`config.mk`:
```
export PLATFORM = sky130hd
export DESIGN_NAME = truth_table_sweeper_flat
export DESIGN_NICKNAME = d
export VERILOG_FILES = /design/src/rtl/truth_table_sweeper_pkg.sv /design/src/rtl/truth_table_sweeper_if.sv /design/src/rtl/truth_table_sweeper_settle_timer.sv /design/src/rtl/truth_table_sweeper.sv /design/src/flat_wrapper.sv
export SDC_FILE = /design/constraint.sdc
export NUM_CORES = 1
export LEC_CHECK = 0
export CAP_MARGIN = 25
export CELL_PAD_IN_SITES_DETAIL_PLACEMENT = 0
export CELL_PAD_IN_SITES_GLOBAL_PLACEMENT = 2
export CORE_MARGIN = 3
export CORE_UTILIZATION = 34
export DETAILED_ROUTE_END_ITERATION = 8
export GPL_ROUTABILITY_DRIVEN = 0
export PLACE_DENSITY_LB_ADDON = 0.25
export SLEW_MARGIN = 10
export SYNTH_ARGS = -nofsm -noshare
export SYNTH_HDL_FRONTEND = slang
export SYNTH_HIERARCHICAL = 1
export SYNTH_SLANG_ARGS = --single-unit
```
`constraint.sdc`:
```
create_clock -name clk -period 2.46 [get_ports clk]
set_input_delay 0.615 -clock clk [delete_from_list [all_inputs] [get_ports clk]]
set_output_delay 0.615 -clock clk [all_outputs]
set_load 0.01 [all_outputs]
```
`src/rtl/truth_table_sweeper_pkg.sv`:
```
// Shared types and helpers for the truth-table sweeper: FSM state encoding
// and the truth-table width derived from the gate input count.
package tt_sweep_pkg;

   typedef enum logic [1:0] {
      IDLE   = 2'd0,
      SETTLE = 2'd1,
      SAMPLE = 2'd2,
      DONE   = 2'd3
   } state_t;

   function automatic int tt_width(input int nin);
      return 1 << nin;
   endfunction

endpackage

```
`src/rtl/truth_table_sweeper_if.sv`:
```
// Host and gate-under-test signals of the sweeper. The master side is the
// host plus the gate; the slave side is the sweeper itself.
interface truth_table_sweeper_if #(
   parameter int NIN = 3
);
   import tt_sweep_pkg::*;

   localparam int TT_W = tt_width(NIN);

   logic            start;
   logic            abort;
   logic [TT_W-1:0] tt_expected;
   logic            gate_out;
   logic [NIN-1:0]  gate_in;
   logic            busy;
   logic            done;
   logic [TT_W-1:0] tt_captured;
   logic            match;

   modport master (
      output start, abort, tt_expected, gate_out,
      input  gate_in, busy, done, tt_captured, match
   );

   modport slave (
      input  start, abort, tt_expected, gate_out,
      output gate_in, busy, done, tt_captured, match
   );

endinterface

```
`src/rtl/truth_table_sweeper_settle_timer.sv`:
```
// Loadable down-counter that measures how long each input combination is held
// before the gate output is sampled; expired is high once the count reaches 0.
module settle_timer #(
   parameter int SETTLE_CYCLES = 4
) (
   input  logic clk,
   input  logic rst,
   input  logic load,
   input  logic en,
   output logic expired
);

   localparam int CNT_W = $clog2(SETTLE_CYCLES + 1);
   localparam logic [CNT_W-1:0] LOAD_VAL = CNT_W'(SETTLE_CYCLES - 1);

   logic [CNT_W-1:0] count;

   always_ff @(posedge clk) begin
      if (rst) begin
         count <= '0;
      end else if (load) begin
         count <= LOAD_VAL;
      end else if (en && (count != '0)) begin
         count <= count - CNT_W'(1);
      end
   end

   assign expired = (count == '0);

endmodule

```
`src/rtl/truth_table_sweeper.sv`:
```
// Sweeps all input combinations of a gate in ascending order, samples its
// output after a settle time, and compares the packed truth table to a target.
module truth_table_sweeper
   import tt_sweep_pkg::*;
#(
   parameter int NIN           = 3,
   parameter int SETTLE_CYCLES = 4
) (
   input logic                  clk,
   input logic                  rst,
   truth_table_sweeper_if.slave bus
);

   localparam int             TT_W = tt_width(NIN);
   localparam logic [NIN-1:0] LAST = NIN'(TT_W - 1);

   state_t          state;
   state_t          state_nxt;
   logic [NIN-1:0]  combo;
   logic [TT_W-1:0] tt_q;
   logic [TT_W-1:0] exp_q;
   logic            match_q;
   logic            busy_c;
   logic            done_c;
   logic            accept;
   logic            sweep_abort;
   logic            sample_go;
   logic            last_combo;
   logic            timer_load;
   logic            timer_expired;

   assign accept      = (state == IDLE) && bus.start && !bus.abort;
   assign sweep_abort = ((state == SETTLE) || (state == SAMPLE)) && bus.abort;
   assign sample_go   = (state == SAMPLE) && !bus.abort;
   assign last_combo  = (combo == LAST);
   assign timer_load  = accept || (sample_go && !last_combo);

   settle_timer #(
      .SETTLE_CYCLES(SETTLE_CYCLES)
   ) u_settle_timer (
      .clk    (clk),
      .rst    (rst),
      .load   (timer_load),
      .en     (state == SETTLE),
      .expired(timer_expired)
   );

   always_ff @(posedge clk) begin
      if (rst) begin
         state <= IDLE;
      end else begin
         state <= state_nxt;
      end
   end

   always_comb begin
      state_nxt = state;
      case (state)
         IDLE:    if (accept) state_nxt = SETTLE;
         SETTLE: begin
            if (bus.abort)          state_nxt = IDLE;
            else if (timer_expired) state_nxt = SAMPLE;
         end
         SAMPLE: begin
            if (bus.abort)       state_nxt = IDLE;
            else if (last_combo) state_nxt = DONE;
            else                 state_nxt = SETTLE;
         end
         DONE:    state_nxt = IDLE;
         default: state_nxt = IDLE;
      endcase
   end

   always_comb begin
      busy_c = 1'b0;
      done_c = 1'b0;
      case (state)
         SETTLE, SAMPLE: busy_c = 1'b1;
         DONE:           done_c = 1'b1;
         default:        ;
      endcase
   end

   // The target word is only captured on an accepted start, so a start seen
   // mid-sweep cannot disturb the comparison.
   always_ff @(posedge clk) begin
      if (accept) begin
         exp_q <= bus.tt_expected;
      end
   end

   // Combo 0 lands in the MSB. The final sample is folded straight into the
   // compare so match is ready in the DONE cycle.
   always_ff @(posedge clk) begin
      if (rst) begin
         combo   <= '0;
         tt_q    <= '0;
         match_q <= 1'b0;
      end else if (accept) begin
         combo <= '0;
         tt_q  <= '0;
      end else if (sweep_abort) begin
         combo   <= '0;
         match_q <= 1'b0;
      end else if (sample_go) begin
         for (int i = 0; i < TT_W; i++) begin
            if (NIN'(TT_W - 1 - i) == combo) begin
               tt_q[i] <= bus.gate_out;
            end
         end
         if (last_combo) begin
            combo   <= '0;
            match_q <= ({tt_q[TT_W-1:1], bus.gate_out} == exp_q);
         end else begin
            combo <= combo + NIN'(1);
         end
      end
   end

   assign bus.gate_in     = combo;
   assign bus.busy        = busy_c;
   assign bus.done        = done_c;
   assign bus.tt_captured = tt_q;
   assign bus.match       = match_q;

endmodule

```
`src/flat_wrapper.sv`:
```
// flat-port wrapper written by rule: the top's interface ports become plain ports
module truth_table_sweeper_flat import tt_sweep_pkg::*;
#(
   parameter int NIN           = 3,
   parameter int SETTLE_CYCLES = 4
)
  (clk, rst, bus_start, bus_abort, bus_tt_expected, bus_gate_out, bus_gate_in, bus_busy, bus_done, bus_tt_captured, bus_match);
  truth_table_sweeper_if #(.NIN(NIN)) bus_i ();
  input logic clk;
  input logic rst;
  input wire logic [$bits(bus_i.start)-1:0] bus_start;
  input wire logic [$bits(bus_i.abort)-1:0] bus_abort;
  input wire logic [$bits(bus_i.tt_expected)-1:0] bus_tt_expected;
  input wire logic [$bits(bus_i.gate_out)-1:0] bus_gate_out;
  output wire logic [$bits(bus_i.gate_in)-1:0] bus_gate_in;
  output wire logic [$bits(bus_i.busy)-1:0] bus_busy;
  output wire logic [$bits(bus_i.done)-1:0] bus_done;
  output wire logic [$bits(bus_i.tt_captured)-1:0] bus_tt_captured;
  output wire logic [$bits(bus_i.match)-1:0] bus_match;
  assign bus_i.start = bus_start;
  assign bus_i.abort = bus_abort;
  assign bus_i.tt_expected = bus_tt_expected;
  assign bus_i.gate_out = bus_gate_out;
  assign bus_gate_in = bus_i.gate_in;
  assign bus_busy = bus_i.busy;
  assign bus_done = bus_i.done;
  assign bus_tt_captured = bus_i.tt_captured;
  assign bus_match = bus_i.match;
  truth_table_sweeper #(.NIN(NIN), .SETTLE_CYCLES(SETTLE_CYCLES)) u_core (.clk(clk), .rst(rst), .bus(bus_i));
endmodule
```
-- Yosys cells after proc, flatten, opt, wreduce, memory -nomap -nowiden
Index checks and enable logic that the tools add are counted.
- $add $sub $neg: 2
- equality and inequality tests: 14
- muxes and demuxes: 14
- bitwise gates (word level): 2
- reduce and logical (&&, ||, !) cells: 31
- operator list (kind ; number):
    AND reduction 3 bit ; 9
    two-way mux 2 bit ; 7
    == test 3 bit, first input constant ; 4
    == test 8 bit ; 1
    one-hot mux 2 bit (4 select lines) ; 1
    == test 2 x 3 -> 1 bit, first input constant ; 2
    logical AND 1 bit ; 6
    zero test 3 bit ; 2
    nonzero test 2 bit ; 3
    OR reduction 2 bit ; 3
    two-way mux 1 bit ; 5
    == test 2 bit, second input constant ; 2
    adder 3 x 1 -> 3 bit, second input constant ; 1
    == test 1 x 3 -> 1 bit, first input constant ; 1
    == test 3 bit, second input constant ; 1
    two-way mux 3 bit ; 1
    inequality test 3 x 2 -> 1 bit, second input constant ; 1
    nonzero test 3 bit ; 1
    OR reduction 3 bit ; 1
    subtractor 3 x 1 -> 3 bit, second input constant ; 1
    == test 2 x 1 -> 1 bit, second input constant ; 1
    zero test 1 bit ; 2
    zero test 2 bit ; 1
    logical OR 1 bit ; 2
    3 further kinds ; 4
- bits in registers: 25
- input port bits: 13
- output and inout port bits: 14
- word-level logic and storage cells: 77

-- Longest topological paths before layout
- depth after elaboration: 5
- depth in mapped cells: 7
- depth with buffers taken out: 7

-- By module
The synthesis kept the hierarchy.
- modules (own cells, without submodules) (module ; instances ; cells each ; area each (um2) ; sequential area each (um2)):
    truth_table_sweeper ; 1 ; 112 ; 1127.3 ; 520.5
    settle_timer ; 1 ; 17 ; 183.9 ; 60.1

-- Least setup slack after synthesis
No wires, ideal clock.
- path type: input to register
- from: input port bus_abort
- to: register u_core.u_settle_timer.count[0]
- library setup time: 86 ps
- arrival: 1673 ps
- required time: 2374 ps
- slack: 701 ps
- stages on the path: 5
- buffers on the path: 1
- cells stage by stage: buf_6 > nand2b_1 > o21ai_0 > nor4bb_1 > a211oi_1
- word-level cells in the longest chain between the ends: 5
- elaborated cells on any way between the ends: 7
- classes of those cells: 1 x mux; 6 x reduce/logical
- RTL lines (what ; RTL line ; text):
    from (decl) ; flat_wrapper.sv:12 ; input wire logic [$bits(bus_i.abort)-1:0] bus_abort;
    zero test 1 bit (*) ; truth_table_sweeper.sv:32, truth_table_sweeper.sv:34 ;
    logical AND 1 bit ; truth_table_sweeper.sv:34 ; assign sample_go = (state == SAMPLE) && !bus.abort;
    logical AND 1 bit ; truth_table_sweeper.sv:36 ; assign timer_load = accept || (sample_go && !last_combo);
    logical OR 1 bit (*) ; truth_table_sweeper.sv:36 ;
    net u_core.timer_load ; truth_table_sweeper.sv:29 ; logic timer_load;
    two-way mux 2 bit or nonzero test 2 bit (tied branches) ; -- ;
    to (signal assigned) ; truth_table_sweeper_settle_timer.sv:24 ; count <= count - CNT_W'(1);
    to (decl) ; truth_table_sweeper_settle_timer.sv:16 ; logic [CNT_W-1:0] count;
The timed path passes the listed nets; every way through them passes the cells marked *.
A chain may end at the register's enable or synchronous reset.

-- Worst setup path in the final report
- from: register u_core.state[1]
- to: output port bus_busy
- word-level cells in the longest chain between the ends: 3
- elaborated cells on any way between the ends: 4
- classes of those cells: 2 x eq/ne; 1 x mux; 1 x reduce/logical
- RTL lines (what ; RTL line ; text):
    from (decl) ; truth_table_sweeper.sv:17 ; state_t state;
    from (signal assigned) ; truth_table_sweeper.sv:52 ; state <= state_nxt;
    == test 2 x 1 -> 1 bit or == test 2 bit (tied branches) ; truth_table_sweeper.sv:77 ; case (state)
    OR reduction 2 bit (*) ; truth_table_sweeper.sv:77 ;
    two-way mux 1 bit (*) ; truth_table_sweeper.sv:77 ;
    to (decl) ; flat_wrapper.sv:16 ; output wire logic [$bits(bus_i.busy)-1:0] bus_busy;
Every way passes the cells marked *; elsewhere a longest branch is shown, timed or not.

==> qor.csv <==
metric,value,unit
effective utilization at floorplan,37.2,%
"commonest non-fill, non-tap cells in the layout","clkdlybuf4s50_1 (26), dfxtp_1 (17), nand2_1 (13), nor2_1 (13), ha_1 (13)",
routed wire length,2660,um
Die ar.,4640,sq um
Tightest Hold Check Type,register to register,
skew final,0.00295,ns
"Seq/Total Area, Yosys",44.3,%
DRT iter0 DRCs,22,
Seq cells post-synth,25,
Final Hold Vio Count,0,
Final Slew Violations,0,
first-pass GRT wire length,4290,um
row cnt,21,
synthesized instance count,129,
"Cell Area, Synth",1310,sq um
status,completed,
FMAX,0.448,GHz
CTS resizes,0,
Clock Latency Late Sink,0.26,ns
critical setup path kind,register to primary output,
share of layout cells above drive strength 1,8.75,%
post-synth net total,155,
Root Buffer,clkbuf_8,
Critical Path AT,1.61,ns
antenna violations before repair,0,
Yosys warning count,6,
endpoints failing setup,0,
H-tree lvl count,1,
Tot Pwr,862,uW
area added between synthesis and finish,28.1,%
Fin Setup TNS,0,ns
worst-case clock buffer depth,2,
minimum clock period,2.23,ns
Power Density,513,nW/um^2
io pins,27,
Antenna diodes,0,
vias in the first global route,914,
Tot GR Track Use,12.9,%
CP required,1.85,ns
worst rel slew slack,51.6,%
core area,3520,sq um
Setup Buffers After CTS,0,
critical path capture point type,primary output,
detailed-route DRC error count,0,
Crit-path slowest cell,clkdlybuf4s50_1,
unrepaired setup endpoints after global routing,false,
Slew @ Worst Pin,0.718,ns
"Clk pin slew, worst setup/hold paths",0.08,ns
total global routing overflow,0,
CTS tree,done,
vias per cell,4.69,
"Largest stage delay, worst path",0.54,ns
Startpoint Class,register,
nets@finish,187,
drt first pass iters,4,
Mean Syn Cell Area,10.2,sq um
Wirelength per Cell,12.9,um
"antenna viol nets, final",0,
final period utilization,90.6,%
PortBufs,26,
Yosys cell types,31,
Die Wd,68.1,um
clock sinks,25,
LEAKAGE,0.000625,uW
Chip Height,68.1,um
Inserted Clock Buffers,3,
pin count of the biggest net entering global routing,14,
HPWL after DPL,2130,um
"most common cell after layout, fill and taps aside",clkdlybuf4s50_1,
hold_buf cts,0,
Peak VDD IR,0.316,mV
max-cap violations,0,
peak fanout along the critical path,4,
via count,966,
critical path cell sequence,inv_1 > ha_1 > clkdlybuf4s50_1,
==> cells in the mapped netlist (all sizes together) <==
cell type / count / area (sq um)
nor4bb: 2 / 20.0
nor2b: 1 / 13.8
a2111oi: 1 / 27.5
nor3: 2 / 10.0
a32oi: 1 / 8.76
nor2: 13 / 48.8
ha: 13 / 163
a31o: 1 / 8.76
a211oi: 4 / 30.0
nand2b: 3 / 28.8
a21oi: 9 / 48.8
nor4: 1 / 6.26
and3b: 1 / 8.76
buf: 3 / 23.8
mux2i: 5 / 50.1
nand2: 13 / 48.8
o21ai: 1 / 5.00
edfxtp: 8 / 240
nand3: 8 / 40.0
nand4: 1 / 6.26
or2: 1 / 6.26
xnor2: 8 / 70.1
dfxtp: 17 / 340
inv: 10 / 37.5
nor3b: 2 / 20.0
==> routing by layer <==
metal	routed length [um]	GRT usage (%)	vias to the layer above	part of all wire, %
met1	1300	16.9	441	49
met2	1220	20.5	20	46
met4	16	3.72	0	0.60
met5	0	0	-	0
met3	118	3.78	2	4.4
li1	-	-	503	-
==> worst paths after layout <==
check | from | endpoint | slack [ns] | depth (start not counted)
hold / removal | u_core/bus.tt_captured[4] | u_core/bus.tt_captured[4] | 0.49 | 2
setup reg to reg | u_core/bus.gate_in[0] | u_core/u_settle_timer/count[1] | 0.51 | 5
hold reg to reg | u_core/bus.tt_captured[4] | u_core/bus.tt_captured[4] | 0.49 | 2
setup / recovery | u_core/state[1] | bus_busy | 0.23 | 3
==> final cells by class <==
class,instances,area [sq um]
multi-input combinational,91,669
clock buffer,4,45.0
timing repair buffer,30,290
fill,338,1840
sequential,25,581
inverter,10,37.5
tap,46,57.6
==> power by group <==
group	total, uW	switching (uW)	leakage [uW]	internal, uW
combinational	168	84.9	0.000391	83.6
clock	236	121	0.0000228	116
sequential	458	10.7	0.000212	447
total	862	216	0.000625	646
==> worst max-delay path: cells and delay by family (launching register included) <==
family                     cells  cell delay [ns]
DFF                            1             0.39
adders and majority gates      1             0.32
buffers and inverters          2             0.64
==> sequential cells by signal (all words and copies together), names as in the netlist <==
signal	cells
u_core/exp_q	8
u_core/bus.tt_captured	8
u_core/u_settle_timer/count	3
u_core/state	2
u_core/bus.gate_in	3
u_core/bus.match	1
==> stage by stage <==
| step | instances | setup WS (ns) | util, % | instance area, sq um | hold slack, ns |
|---|---|---|---|---|---|
| 6_report | 206 | 0.230 | 47.7 | 1680 | 0.489 |
| 5_1_grt | 206 | 0.115 | 47.7 | 1680 | 0.509 |
| 4_1_cts | 206 | 0.209 | 47.7 | 1680 | 0.493 |
| 3_5_place_dp | 202 | 0.103 | 46.4 | 1640 | 0.476 |
| 3_3_place_gp | 202 | 0.206 | 46.4 | 1640 | 0.470 |
| 2_1_floorplan | 129 | 0.701 | - | 1310 | 0.487 |
==> cell families after synthesis <==
logic type	Yosys count	synth area share, %
AND/OR/NAND/NOR	48	19.7
flip-flops	25	44.3
AO/OA/AOI/OAI	17	9.83
buffers and inverters	13	4.68
adder cells (fa/ha/maj)	13	12.4
XOR/XNOR	8	5.34
multiplexers	5	3.82
Power figures use the tool's default switching activity.
